### config.mk
export PLATFORM = sky130hd
export DESIGN_NAME = dma_csr_axil
export DESIGN_NICKNAME = d
export VERILOG_FILES = /design/src/rtl/dma_csr_axil.sv
export SDC_FILE = /design/constraint.sdc
export NUM_CORES = 1
export LEC_CHECK = 0
export BUFFER_PORTS_ARGS = -buffer_cell sky130_fd_sc_hd__buf_2
export CAP_MARGIN = 40
export CORE_MARGIN = 1.5
export CORE_UTILIZATION = 25
export CTS_BUF_LIST = sky130_fd_sc_hd__clkbuf_8
export DETAILED_ROUTE_END_ITERATION = 12
export PLACE_DENSITY_LB_ADDON = 0.05
export SLEW_MARGIN = 15
export SYNTH_ARGS = -nofsm -noshare
export SYNTH_HDL_FRONTEND = slang
export SYNTH_SLANG_ARGS = --single-unit
export TNS_END_PERCENT = 30
### constraint.sdc
create_clock -name clk -period 21.8 [get_ports clk]
set_input_delay 1.09 -clock clk [delete_from_list [all_inputs] [get_ports clk]]
set_output_delay 1.09 -clock clk [all_outputs]
set_load 0.02 [all_outputs]
### src/rtl/dma_csr_axil.sv
// AXI4-Lite control/status register file for the DMA engine.
// Holds control and descriptor fields; captures sticky done/error status and drives the irq.
module dma_csr_axil #(
  parameter int NUM_DESC   = 2,
  parameter int ADDR_WIDTH = 32
) (
  input  logic                           clk,
  input  logic                           rst,
  input  logic [7:0]                     s_awaddr,
  input  logic                           s_awvalid,
  output logic                           s_awready,
  input  logic [31:0]                    s_wdata,
  input  logic [3:0]                     s_wstrb,
  input  logic                           s_wvalid,
  output logic                           s_wready,
  output logic [1:0]                     s_bresp,
  output logic                           s_bvalid,
  input  logic                           s_bready,
  input  logic [7:0]                     s_araddr,
  input  logic                           s_arvalid,
  output logic                           s_arready,
  output logic [31:0]                    s_rdata,
  output logic [1:0]                     s_rresp,
  output logic                           s_rvalid,
  input  logic                           s_rready,
  output logic                           go_o,
  output logic                           abort_o,
  output logic [7:0]                     max_burst_o,
  output logic [NUM_DESC*ADDR_WIDTH-1:0] desc_src_o,
  output logic [NUM_DESC*ADDR_WIDTH-1:0] desc_dst_o,
  output logic [NUM_DESC*32-1:0]         desc_bytes_o,
  output logic [NUM_DESC*3-1:0]          desc_cfg_o,
  input  logic                           dma_done_i,
  input  logic                           dma_active_i,
  input  logic                           err_valid_i,
  input  logic [ADDR_WIDTH-1:0]          err_addr_i,
  input  logic                           err_src_i,
  input  logic                           err_type_i,
  output logic                           irq_o
);

  typedef enum logic [1:0] {W_IDLE, W_AW, W_W, W_RESP} wstate_t;
  typedef enum logic {R_IDLE, R_DATA} rstate_t;

  localparam logic [5:0] DESC_END = 6'(8 + 4 * NUM_DESC);

  wstate_t w_state;
  rstate_t r_state;

  logic [5:0]  awaddr_q;
  logic [31:0] wdata_q;
  logic [3:0]  wstrb_q;

  logic                  abort_r, irq_en;
  logic [7:0]            max_burst;
  logic                  done_sticky, err_sticky, done_q;
  logic [ADDR_WIDTH-1:0] err_addr;
  logic                  err_src, err_type;

  logic [ADDR_WIDTH-1:0] desc_src   [NUM_DESC];
  logic [ADDR_WIDTH-1:0] desc_dst   [NUM_DESC];
  logic [31:0]           desc_bytes [NUM_DESC];
  logic [2:0]            desc_cfg   [NUM_DESC];

  function automatic logic [31:0] merge(
    input logic [31:0] old,
    input logic [31:0] d,
    input logic [3:0]  s
  );
    logic [31:0] res;
    for (int b = 0; b < 4; b++)
      res[b*8 +: 8] = s[b] ? d[b*8 +: 8] : old[b*8 +: 8];
    return res;
  endfunction

  logic        aw_hs, w_hs, wr_commit, wr_err, wi_desc;
  logic [5:0]  wi;
  logic [3:0]  wsel;
  logic [31:0] cur_data;
  logic [3:0]  cur_strb;
  logic [31:0] ctrl_next;

  assign aw_hs    = s_awvalid & s_awready;
  assign w_hs     = s_wvalid & s_wready;
  assign wi       = (w_state == W_AW) ? awaddr_q : s_awaddr[7:2];
  assign cur_data = (w_state == W_W) ? wdata_q : s_wdata;
  assign cur_strb = (w_state == W_W) ? wstrb_q : s_wstrb;
  assign wsel     = 4'((wi - 6'd8) >> 2);
  assign wi_desc  = (wi >= 6'd8) && (wi < DESC_END);

  assign wr_commit = ((w_state == W_IDLE) & aw_hs & w_hs) |
                     ((w_state == W_AW) & w_hs) |
                     ((w_state == W_W) & aw_hs);

  // RO registers and unmapped words share the SLVERR path
  assign wr_err = !((wi == 6'd0) || (wi == 6'd1) || wi_desc) ||
                  (wi_desc && dma_active_i);

  assign ctrl_next = merge({21'b0, irq_en, max_burst, abort_r, 1'b0},
                           cur_data, cur_strb);

  logic unused_bits;
  assign unused_bits = ^{ctrl_next[31:11], ctrl_next[0],
                         s_awaddr[1:0], s_araddr[1:0]};

  always_ff @(posedge clk or posedge rst) begin
    if (rst) begin
      w_state   <= W_IDLE;
      s_awready <= 1'b0;
      s_wready  <= 1'b0;
      s_bvalid  <= 1'b0;
      s_bresp   <= 2'b00;
      awaddr_q  <= '0;
      wdata_q   <= '0;
      wstrb_q   <= '0;
    end else begin
      unique case (w_state)
        W_IDLE: begin
          s_awready <= 1'b1;
          s_wready  <= 1'b1;
          if (wr_commit) begin
            w_state   <= W_RESP;
            s_awready <= 1'b0;
            s_wready  <= 1'b0;
            s_bvalid  <= 1'b1;
            s_bresp   <= wr_err ? 2'b10 : 2'b00;
          end else if (aw_hs) begin
            w_state   <= W_AW;
            s_awready <= 1'b0;
            awaddr_q  <= s_awaddr[7:2];
          end else if (w_hs) begin
            w_state  <= W_W;
            s_wready <= 1'b0;
            wdata_q  <= s_wdata;
            wstrb_q  <= s_wstrb;
          end
        end
        W_AW: if (wr_commit) begin
          w_state  <= W_RESP;
          s_wready <= 1'b0;
          s_bvalid <= 1'b1;
          s_bresp  <= wr_err ? 2'b10 : 2'b00;
        end
        W_W: if (wr_commit) begin
          w_state   <= W_RESP;
          s_awready <= 1'b0;
          s_bvalid  <= 1'b1;
          s_bresp   <= wr_err ? 2'b10 : 2'b00;
        end
        W_RESP: if (s_bready) begin
          w_state   <= W_IDLE;
          s_bvalid  <= 1'b0;
          s_awready <= 1'b1;
          s_wready  <= 1'b1;
        end
      endcase
    end
  end

  always_ff @(posedge clk or posedge rst) begin
    if (rst) begin
      abort_r     <= 1'b0;
      irq_en      <= 1'b0;
      max_burst   <= '0;
      go_o        <= 1'b0;
      done_sticky <= 1'b0;
      err_sticky  <= 1'b0;
      done_q      <= 1'b0;
      err_addr    <= '0;
      err_src     <= 1'b0;
      err_type    <= 1'b0;
      irq_o       <= 1'b0;
      for (int n = 0; n < NUM_DESC; n++) begin
        desc_src[n]   <= '0;
        desc_dst[n]   <= '0;
        desc_bytes[n] <= '0;
        desc_cfg[n]   <= '0;
      end
    end else begin
      go_o   <= 1'b0;
      done_q <= dma_done_i;
      irq_o  <= irq_en & (done_sticky | err_sticky);
      if (wr_commit && !wr_err) begin
        unique case (1'b1)
          wi == 6'd0: begin
            abort_r   <= ctrl_next[1];
            max_burst <= ctrl_next[9:2];
            irq_en    <= ctrl_next[10];
            go_o      <= cur_strb[0] & cur_data[0] & ~dma_active_i;
          end
          wi == 6'd1: if (cur_strb[0]) begin
            if (cur_data[0]) done_sticky <= 1'b0;
            if (cur_data[1]) err_sticky  <= 1'b0;
          end
          default: begin
            for (int n = 0; n < NUM_DESC; n++) begin
              if (wsel == 4'(n)) begin
                unique case (wi[1:0])
                  2'd0: desc_src[n] <= ADDR_WIDTH'(merge(32'(desc_src[n]),
                                                         cur_data, cur_strb));
                  2'd1: desc_dst[n] <= ADDR_WIDTH'(merge(32'(desc_dst[n]),
                                                         cur_data, cur_strb));
                  2'd2: desc_bytes[n] <= merge(desc_bytes[n],
                                               cur_data, cur_strb);
                  2'd3: if (cur_strb[0]) desc_cfg[n] <= cur_data[2:0];
                endcase
              end
            end
          end
        endcase
      end
      // hardware sets come last so they win over a same-cycle W1C
      if (dma_done_i && !done_q) done_sticky <= 1'b1;
      if (err_valid_i) begin
        err_sticky <= 1'b1;
        if (!err_sticky) begin
          err_addr <= err_addr_i;
          err_src  <= err_src_i;
          err_type <= err_type_i;
        end
      end
    end
  end

  logic [5:0]  ri;
  logic [3:0]  rsel;
  logic        rd_ok;
  logic [31:0] rd_val;

  assign ri   = s_araddr[7:2];
  assign rsel = 4'((ri - 6'd8) >> 2);

  always_comb begin
    rd_val = '0;
    rd_ok  = 1'b1;
    unique case (1'b1)
      ri == 6'd0: rd_val = {21'b0, irq_en, max_burst, abort_r, 1'b0};
      ri == 6'd1: rd_val = {29'b0, dma_active_i, err_sticky, done_sticky};
      ri == 6'd2: rd_val = 32'(err_addr);
      ri == 6'd3: rd_val = {30'b0, err_src, err_type};
      (ri >= 6'd8) && (ri < DESC_END): begin
        for (int n = 0; n < NUM_DESC; n++) begin
          if (rsel == 4'(n)) begin
            unique case (ri[1:0])
              2'd0: rd_val = 32'(desc_src[n]);
              2'd1: rd_val = 32'(desc_dst[n]);
              2'd2: rd_val = desc_bytes[n];
              2'd3: rd_val = {29'b0, desc_cfg[n]};
            endcase
          end
        end
      end
      default: rd_ok = 1'b0;
    endcase
  end

  always_ff @(posedge clk or posedge rst) begin
    if (rst) begin
      r_state   <= R_IDLE;
      s_arready <= 1'b0;
      s_rvalid  <= 1'b0;
      s_rdata   <= '0;
      s_rresp   <= 2'b00;
    end else begin
      unique case (r_state)
        R_IDLE: begin
          s_arready <= 1'b1;
          if (s_arvalid && s_arready) begin
            r_state   <= R_DATA;
            s_arready <= 1'b0;
            s_rvalid  <= 1'b1;
            s_rdata   <= rd_val;
            s_rresp   <= rd_ok ? 2'b00 : 2'b10;
          end
        end
        R_DATA: if (s_rready) begin
          r_state   <= R_IDLE;
          s_rvalid  <= 1'b0;
          s_arready <= 1'b1;
        end
      endcase
    end
  end

  assign abort_o     = abort_r;
  assign max_burst_o = max_burst;

  always_comb begin
    desc_src_o   = '0;
    desc_dst_o   = '0;
    desc_bytes_o = '0;
    desc_cfg_o   = '0;
    for (int n = 0; n < NUM_DESC; n++) begin
      desc_src_o[n*ADDR_WIDTH +: ADDR_WIDTH] = desc_src[n];
      desc_dst_o[n*ADDR_WIDTH +: ADDR_WIDTH] = desc_dst[n];
      desc_bytes_o[n*32 +: 32]               = desc_bytes[n];
      desc_cfg_o[n*3 +: 3]                   = desc_cfg[n];
    end
  end

endmodule

==> results of run 1 <==
## kinds of logic (layout without fill, tap and decap cells)
kind of cell               count (synthesis)  after routing  synth area share [%]
DFF                                      331            331                 54.14
other                                      1              6               0.02451
AOI/OAI and AO/OA                        198            198                 8.726
xor gates and xnor gates                   1              1               0.05726
buffers and inverters                     77            504                 2.183
and+or+nand+nor                          143            143                 5.185
adders and majority gates                  8              8                0.6543
muxes                                    391            391                 29.03
## path summary, 6_finish.rpt
| path | to | slack [ns] | depth (start not counted) |
|---|---|---|---|
| worst min-delay path | s_awready$_DFFE_PP0P_ | 0.43 | 2 |
| worst max-delay path | desc_bytes_o[13]$_DFFE_PP0P_ | 18.13 | 7 |
| worst max register to register | desc_bytes_o[13]$_DFFE_PP0P_ | 18.13 | 7 |
| worst min register to register | done_sticky$_DFFE_PP0P_ | 0.44 | 1 |
| min in group clk | done_sticky$_DFFE_PP0P_ | 0.44 | 1 |
| max in group asynchronous | s_rdata[10]$_DFFE_PP0P_ | 19.87 | 4 |
## cell usage in the layout, fill, tap and decap left out, types with 5 or more instances in the layout
cell	count
a21oi_1	47
a221o_1	19
a221oi_1	17
a22oi_1	7
a32oi_1	6
and3_1	6
buf_16	5
buf_2	340
buf_4	20
clkbuf_8	85
dfrtp_1	331
ha_1	7
inv_1	35
mux2_2	351
mux2i_1	32
mux4_2	7
nand2_1	59
nand2_2	6
nand3_1	7
nor2_1	20
o211ai_1	11
o21a_1	15
o21ai_0	54
## flip-flops by register name (all words and copies together) (netlist names), 2 cells and up
| signal | count |
|---|---|
| desc_cfg_o | 6 |
| wstrb_q | 4 |
| s_rdata | 32 |
| max_burst_o | 8 |
| desc_dst_o | 64 |
| w_state | 2 |
| wdata_q | 32 |
| desc_bytes_o | 64 |
| awaddr_q | 6 |
| err_addr | 32 |
| desc_src_o | 64 |
## where the power goes
group,total [uW],internal (uW),switching (uW),leakage (uW)
clock,649,352,297,0.000778
sequential,788,720,68.3,0.00441
combinational,556,218,338,0.00472
## routing by layer
layer  part of all wire (%)  GRT usage [%]  wire, um
met5                   0.13              0        76
met1                     45          24.85     26880
met2                     47          30.54     28190
met3                    6.3          6.204      3803
met4                    2.1          5.126      1239
## per-stage QoR
step	std cells	total power, uW	area [um^2]	setup slack, ns
floorplan	1151	1149	15300	11.54
global placement	2228	1351	17890	17.73
detailed placement	2236	1359	18010	17.77
CTS	2355	2027	19360	18.07
global route	2363	2116	19480	17.95
finish	2364	1994	19480	18.13
## final cells by class
cell class,instances,area (um^2),area share (%)
Inverter,14,60.06,0.3083
Clock inverter,34,175.2,0.8993
Tap cell,782,978.4,5.023
Clock buffer,85,1170,6.006
Sequential cell,331,8283,42.52
Multi-Input combinational cell,743,6728,34.54
Timing Repair Buffer,371,2074,10.65
Antenna cell,4,10.01,0.05139
## critical path, cell delays in order, from the launching register on
cell	delay, ns
dfrtp_1	0.45
inv_1	0.17
ha_1	0.65
nor3b_1	0.45
nor2_1	0.23
nor3_4	0.51
nand2_1	0.61
mux2_2	0.46
==> impl_metrics.tcl, run 1 <==
set metrics [dict create \
    status "finished clean" \
    synth_most_common_cell "mux2_2" \
    num-fill-cells 6187 \
    clock-sinks 331 \
    ios 346 \
    num_rows 90 \
    worstSkewPairLatency_ns 0.65 \
    worst_pin_slew_ns 0.7791 \
    yosysWarnings 0 \
    drive_gt1_share_pct 54.18 \
    cts_htree_levels 3 \
    cts_setup_buffers 0 \
    grt_pass1_vias 11880 \
    slew_headroom_pct 48.00 \
    synth_ff_type "dfrtp_1" \
    cts_tree "built" \
    synth_top_area_share_pct 54.14 \
    start_util_pct 25.30 \
    hold_violations 0 \
    cts_root_buf "clkbuf_8" \
    synth-async-reset-ratio_pct 100.0 \
    vias 11370 \
    drt-initial-drc-count 498 \
    syn_inst 1150 \
    p_per_area_nw_per_um2 102.4 \
    syn_area_um2 15300 \
    path_class "flop to flop" \
    finClkSkew_ns 0.04381 \
    drtPass1Iterations 5 \
    drt_wl_total_um 60190 \
    hold_ws_ns 0.4343 \
    numPortBuffers 339 \
    vias_per_cell 4.810 \
    postRouteAntennaNets 0 \
    r2r_start "w_state[1]$_DFFE_PP0P_" \
    maxSlewViolCount 0 \
    drcViolationCount 0 \
    cp-startpoint "w_state[1]$_DFFE_PP0P_" \
    synth_edf_count 0 \
    grt_pass1_wl_um 86800 \
    synth.largest_area_cell "dfrtp_1" \
    antenna_found_initial 10 \
    grt_max_degree 84 \
    layout-area-overhead-vs-synth_pct 27.31 \
    placeableCoreArea_um2 60470 \
    hold_path.class "primary input to async pin" \
    cts_resized 0 \
    dieArea_um2 62690 \
    die_h_um 250.4 \
    clk_pin_slew_ns 0.06 \
    p_leak_uw 0.009906 \
    start_kind "flop" \
    cp_max_fo 19 \
    vdd_drop_max_uv 48.11 \
    synth_common_cells "mux2_2, dfrtp_1, nand2_1" \
    layout.nets 1633 \
    synth-seq-cells 331 \
    syn_area_per_cell_um2 13.30 \
    post-route-period-util_pct 16.81 \
    grt_use_total_pct 19.14 \
    cts_buffers 68 \
    gp_congestion 0.7788 \
    max_clock_freq_mhz 272.8 \
    dp_hpwl_um 41060 \
    clk_path_buf_depth 3 \
    post-route-util_pct 32.21 \
    synth_cell_type_count 68 \
    die_x_um 250.4 \
    yosysSeqAreaShare_pct 54.14 \
    cp.arrival_ns 4.17 \
    rsz0062_at_grt "no" \
    period_minus_slack_ns 3.666 \
    setup_tns_ns 0 \
    grt.overflow.total 0 \
    cts_hold_buf 0 \
    maxCapViolCount 0 \
    wl_per_cell_um 25.46 \
    setup_violations 0 \
    required_ns 22.30 \
    ys_top_cells_by_area "dfrtp_1, mux2_2, mux2i_1" \
    worstSetupEndpointType "flop" \
]
(Power assumes the default switching activity.)
==> run 2: changes to the inputs <==
--- a/config.mk
+++ b/config.mk
@@ -5,6 +5,7 @@
 export SDC_FILE = /design/constraint.sdc
 export NUM_CORES = 1
 export LEC_CHECK = 0
+export ABC_AREA = 1
 export BUFFER_PORTS_ARGS = -buffer_cell sky130_fd_sc_hd__buf_2
 export CAP_MARGIN = 40
 export CORE_MARGIN = 1.5
==> constraint.sdc (replaced) <==
create_clock -name clk -period 3.3 [get_ports clk]
set_input_delay 0.165 -clock clk [delete_from_list [all_inputs] [get_ports clk]]
set_output_delay 0.165 -clock clk [all_outputs]
set_load 0.02 [all_outputs]
==> run 2 against run 1 <==
Against the previous run:
- register-to-register slack worse by 18 ns
- largest cell class unchanged
- via count is 36% higher
- total power grew to 6.2 times the previous value
- critical path type unchanged
- combinational power grew to 6.3 times the previous value
==> impl_metrics.tcl, run 2 <==
set metrics [dict create \
    vias_per_cell 4.587 \
    synth.largest_area_cell "dfrtp_1" \
    slew_headroom_pct 40.25 \
    layout-area-overhead-vs-synth_pct 32.25 \
    die_h_um 256.3 \
    grt_max_degree 114 \
    synth_most_common_cell "nand2_1" \
    cp.arrival_ns 3.35 \
    finClkSkew_ns 0.02270 \
    p_seq_share_pct 37.9 \
    cp-startpoint "w_state[1]$_DFFE_PP0P_" \
    reg2reg_slack_ns 0.46 \
    rsz0062_at_grt "no" \
    cts_tree "built" \
    synth_edf_count 0 \
    vias 15490 \
    wl_per_cell_um 21.06 \
    regArea_um2 8283 \
    hold_path.class "primary input to flop" \
    max_clock_freq_mhz 351.7 \
    fin_cells 3378 \
    swShare_pct 38.09 \
    cts_htree_levels 3 \
    path_cells "inv_1 > ha_1 > buf_4 > nand2_1 > nand2_2 > nor2_2 > nand3_2 > nand2_2 > nand2_1 > nor2_1 > nand2_1 > nand2_1 > o21ai_0" \
    synth_cell_type_count 38 \
    antenna_found_initial 2 \
    required_ns 3.81 \
    num-fill-cells 6790 \
    syn_area_per_cell_um2 7.951 \
    grt_pass1_wl_um 104600 \
    crit_path_end "abort_o$_DFFE_PP0P_" \
    vdd_drop_max_uv 427.4 \
    layout.nets 2593 \
    grt.overflow.total 0 \
    drt-initial-drc-count 1069 \
    p_comb_share_pct 28.6 \
    maxCapViolCount 0 \
    synth-async-reset-ratio_pct 100.0 \
    max_stage_delay_ns 0.44 \
    post-route-period-util_pct 86.16 \
    grt_pass1_vias 15150 \
    critPathSlowestCell "dfrtp_1" \
    drcViolationCount 0 \
    cts_buffers 69 \
    drt_wl_total_um 71130 \
    switchingPower_uw 4692 \
    worst_pin_slew_ns 0.8903 \
    num_rows 92 \
    synth-seq-cells 331 \
    yosysWarnings 0 \
    postRouteAntennaNets 0 \
    multi_input_comb_area_um2 6928 \
    hold_ws_ns 0.1053 \
    final_common_cell "nand2_1" \
    worstSetupEndpointType "flop" \
    r2r_end "abort_o$_DFFE_PP0P_" \
    p_clk_share_pct 33.6 \
    synth_top_area_share_pct 51.65 \
    numPortBuffers 339 \
    dieArea_um2 65680 \
    hold_violations 0 \
    gp_congestion 0.8351 \
    ys_top_cells_by_area "dfrtp_1, nand2_1, nand3_1" \
    r2r_start "w_state[1]$_DFFE_PP0P_" \
    clk_pin_slew_ns 0.05 \
    crit_path_frequent_cell "nand2_1" \
    dp_hpwl_um 50580 \
    p_leak_uw 0.01181 \
    internal-power_uw 7628 \
    die_x_um 256.3 \
    clock-sinks 331 \
    path_class "flop to flop" \
    placed_cells 3177 \
    period_minus_slack_ns 2.843 \
    maxSlewViolCount 0 \
    synth_ff_type "dfrtp_1" \
    clk_path_buf_depth 3 \
    cts_root_buf "clkbuf_8" \
    ios 346 \
    cp_max_fo 10 \
    start_kind "flop" \
    placeableCoreArea_um2 63200 \
    yosysSeqAreaShare_pct 51.65 \
    start_util_pct 25.38 \
    worstSkewPairLatency_ns 0.65 \
    synth_common_cells "nand2_1, dfrtp_1, nand3_1" \
    drive_gt1_share_pct 23.27 \
    syn_area_um2 16040 \
    final_cell_mix "nand2_1, buf_2, dfrtp_1" \
    grt_use_total_pct 21.44 \
    rr_worst_depth 13 \
    drtPass1Iterations 5 \
    setup_violations 0 \
    status "finished clean" \
    p_per_area_nw_per_um2 580.8 \
    syn_inst 2017 \
]
run 2: worst min-delay path by stage:
stage	from	endpoint	slack, ns	depth (start not counted)
after floorplan	dma_done_i	done_q$_DFF_PP0_	0.20	0
after global placement	rst	err_addr[4]$_DFFE_PP0P_	0.12	2
after detailed placement	rst	err_addr[4]$_DFFE_PP0P_	0.12	2
after CTS	s_wvalid	w_state[0]$_DFFE_PP0P_	0.05	6
after global routing	s_awvalid	w_state[1]$_DFFE_PP0P_	0.16	6
final	s_wvalid	w_state[0]$_DFFE_PP0P_	0.11	6
run 2: per-stage QoR:
step,setup TNS [ns],cell area [um^2],setup WS (ns),util [%],total power (uW)
finish,0,21210,0.4566,33.56,12320
floorplan,-425.55,16050,-1.286,-,6657
global route,0,21210,0.2271,33.56,13040
detailed placement,0,19080,0.4936,30.19,8191
global placement,0,19040,0.5252,30.13,8126
CTS,0,21210,0.4721,33.56,12520
run 2: timing repair:
item	CTS	global route
buffers inserted	0	0
hold endpoints to repair	289	0
hold buffers	86	0
resized for setup	0	0
run 2: kinds of logic (layout without fill, tap and decap cells):
logic type / count (synthesis) / after routing / share of synthesized area [%]
adders and majority gates: 9 / 9 / 0.7022
and+or+nand+nor: 1271 / 1271 / 34.03
DFF: 331 / 331 / 51.65
other: 1 / 3 / 0.02338
muxes: 34 / 34 / 2.387
buffers and inverters: 207 / 720 / 5.336
AOI/OAI and AO/OA: 164 / 164 / 5.875
run 2: power groups by stage:
stage          clock [uW]  combinational, uW  sequential (uW)
3_5_place_dp            0               3460             4730
5_1_grt              4470               3850             4720
6_report             4130               3520             4670
4_1_cts              4310               3550             4670
2_1_floorplan           0               1860             4800
3_3_place_gp            0               3400             4720
run 2: metal layers:
metal  wire, um  track usage [%]
met3       4390            4.389
met2      31740            33.05
met1      33440            30.12
met5         13                0
met4       1538            6.312
run 2: layout make-up:
| class | instances | share of cell area (%) |
|---|---|---|
| Antenna cell | 1 | 0.01180 |
| Clock buffer | 82 | 5.321 |
| Clock inverter | 32 | 0.6489 |
| Inverter | 106 | 1.894 |
| Multi-Input combinational cell | 1480 | 32.66 |
| Sequential cell | 331 | 39.05 |
| Tap cell | 846 | 4.991 |
| Timing Repair Buffer | 500 | 15.42 |
run 2: worst max-delay path: cells and delay by family, from the launching register on:
family          cells  cell delay, ns
simple gates        9            1.64
fa+ha+maj           1            0.23
buf+inv             2            0.34
flops               1            0.44
compound gates      1            0.08
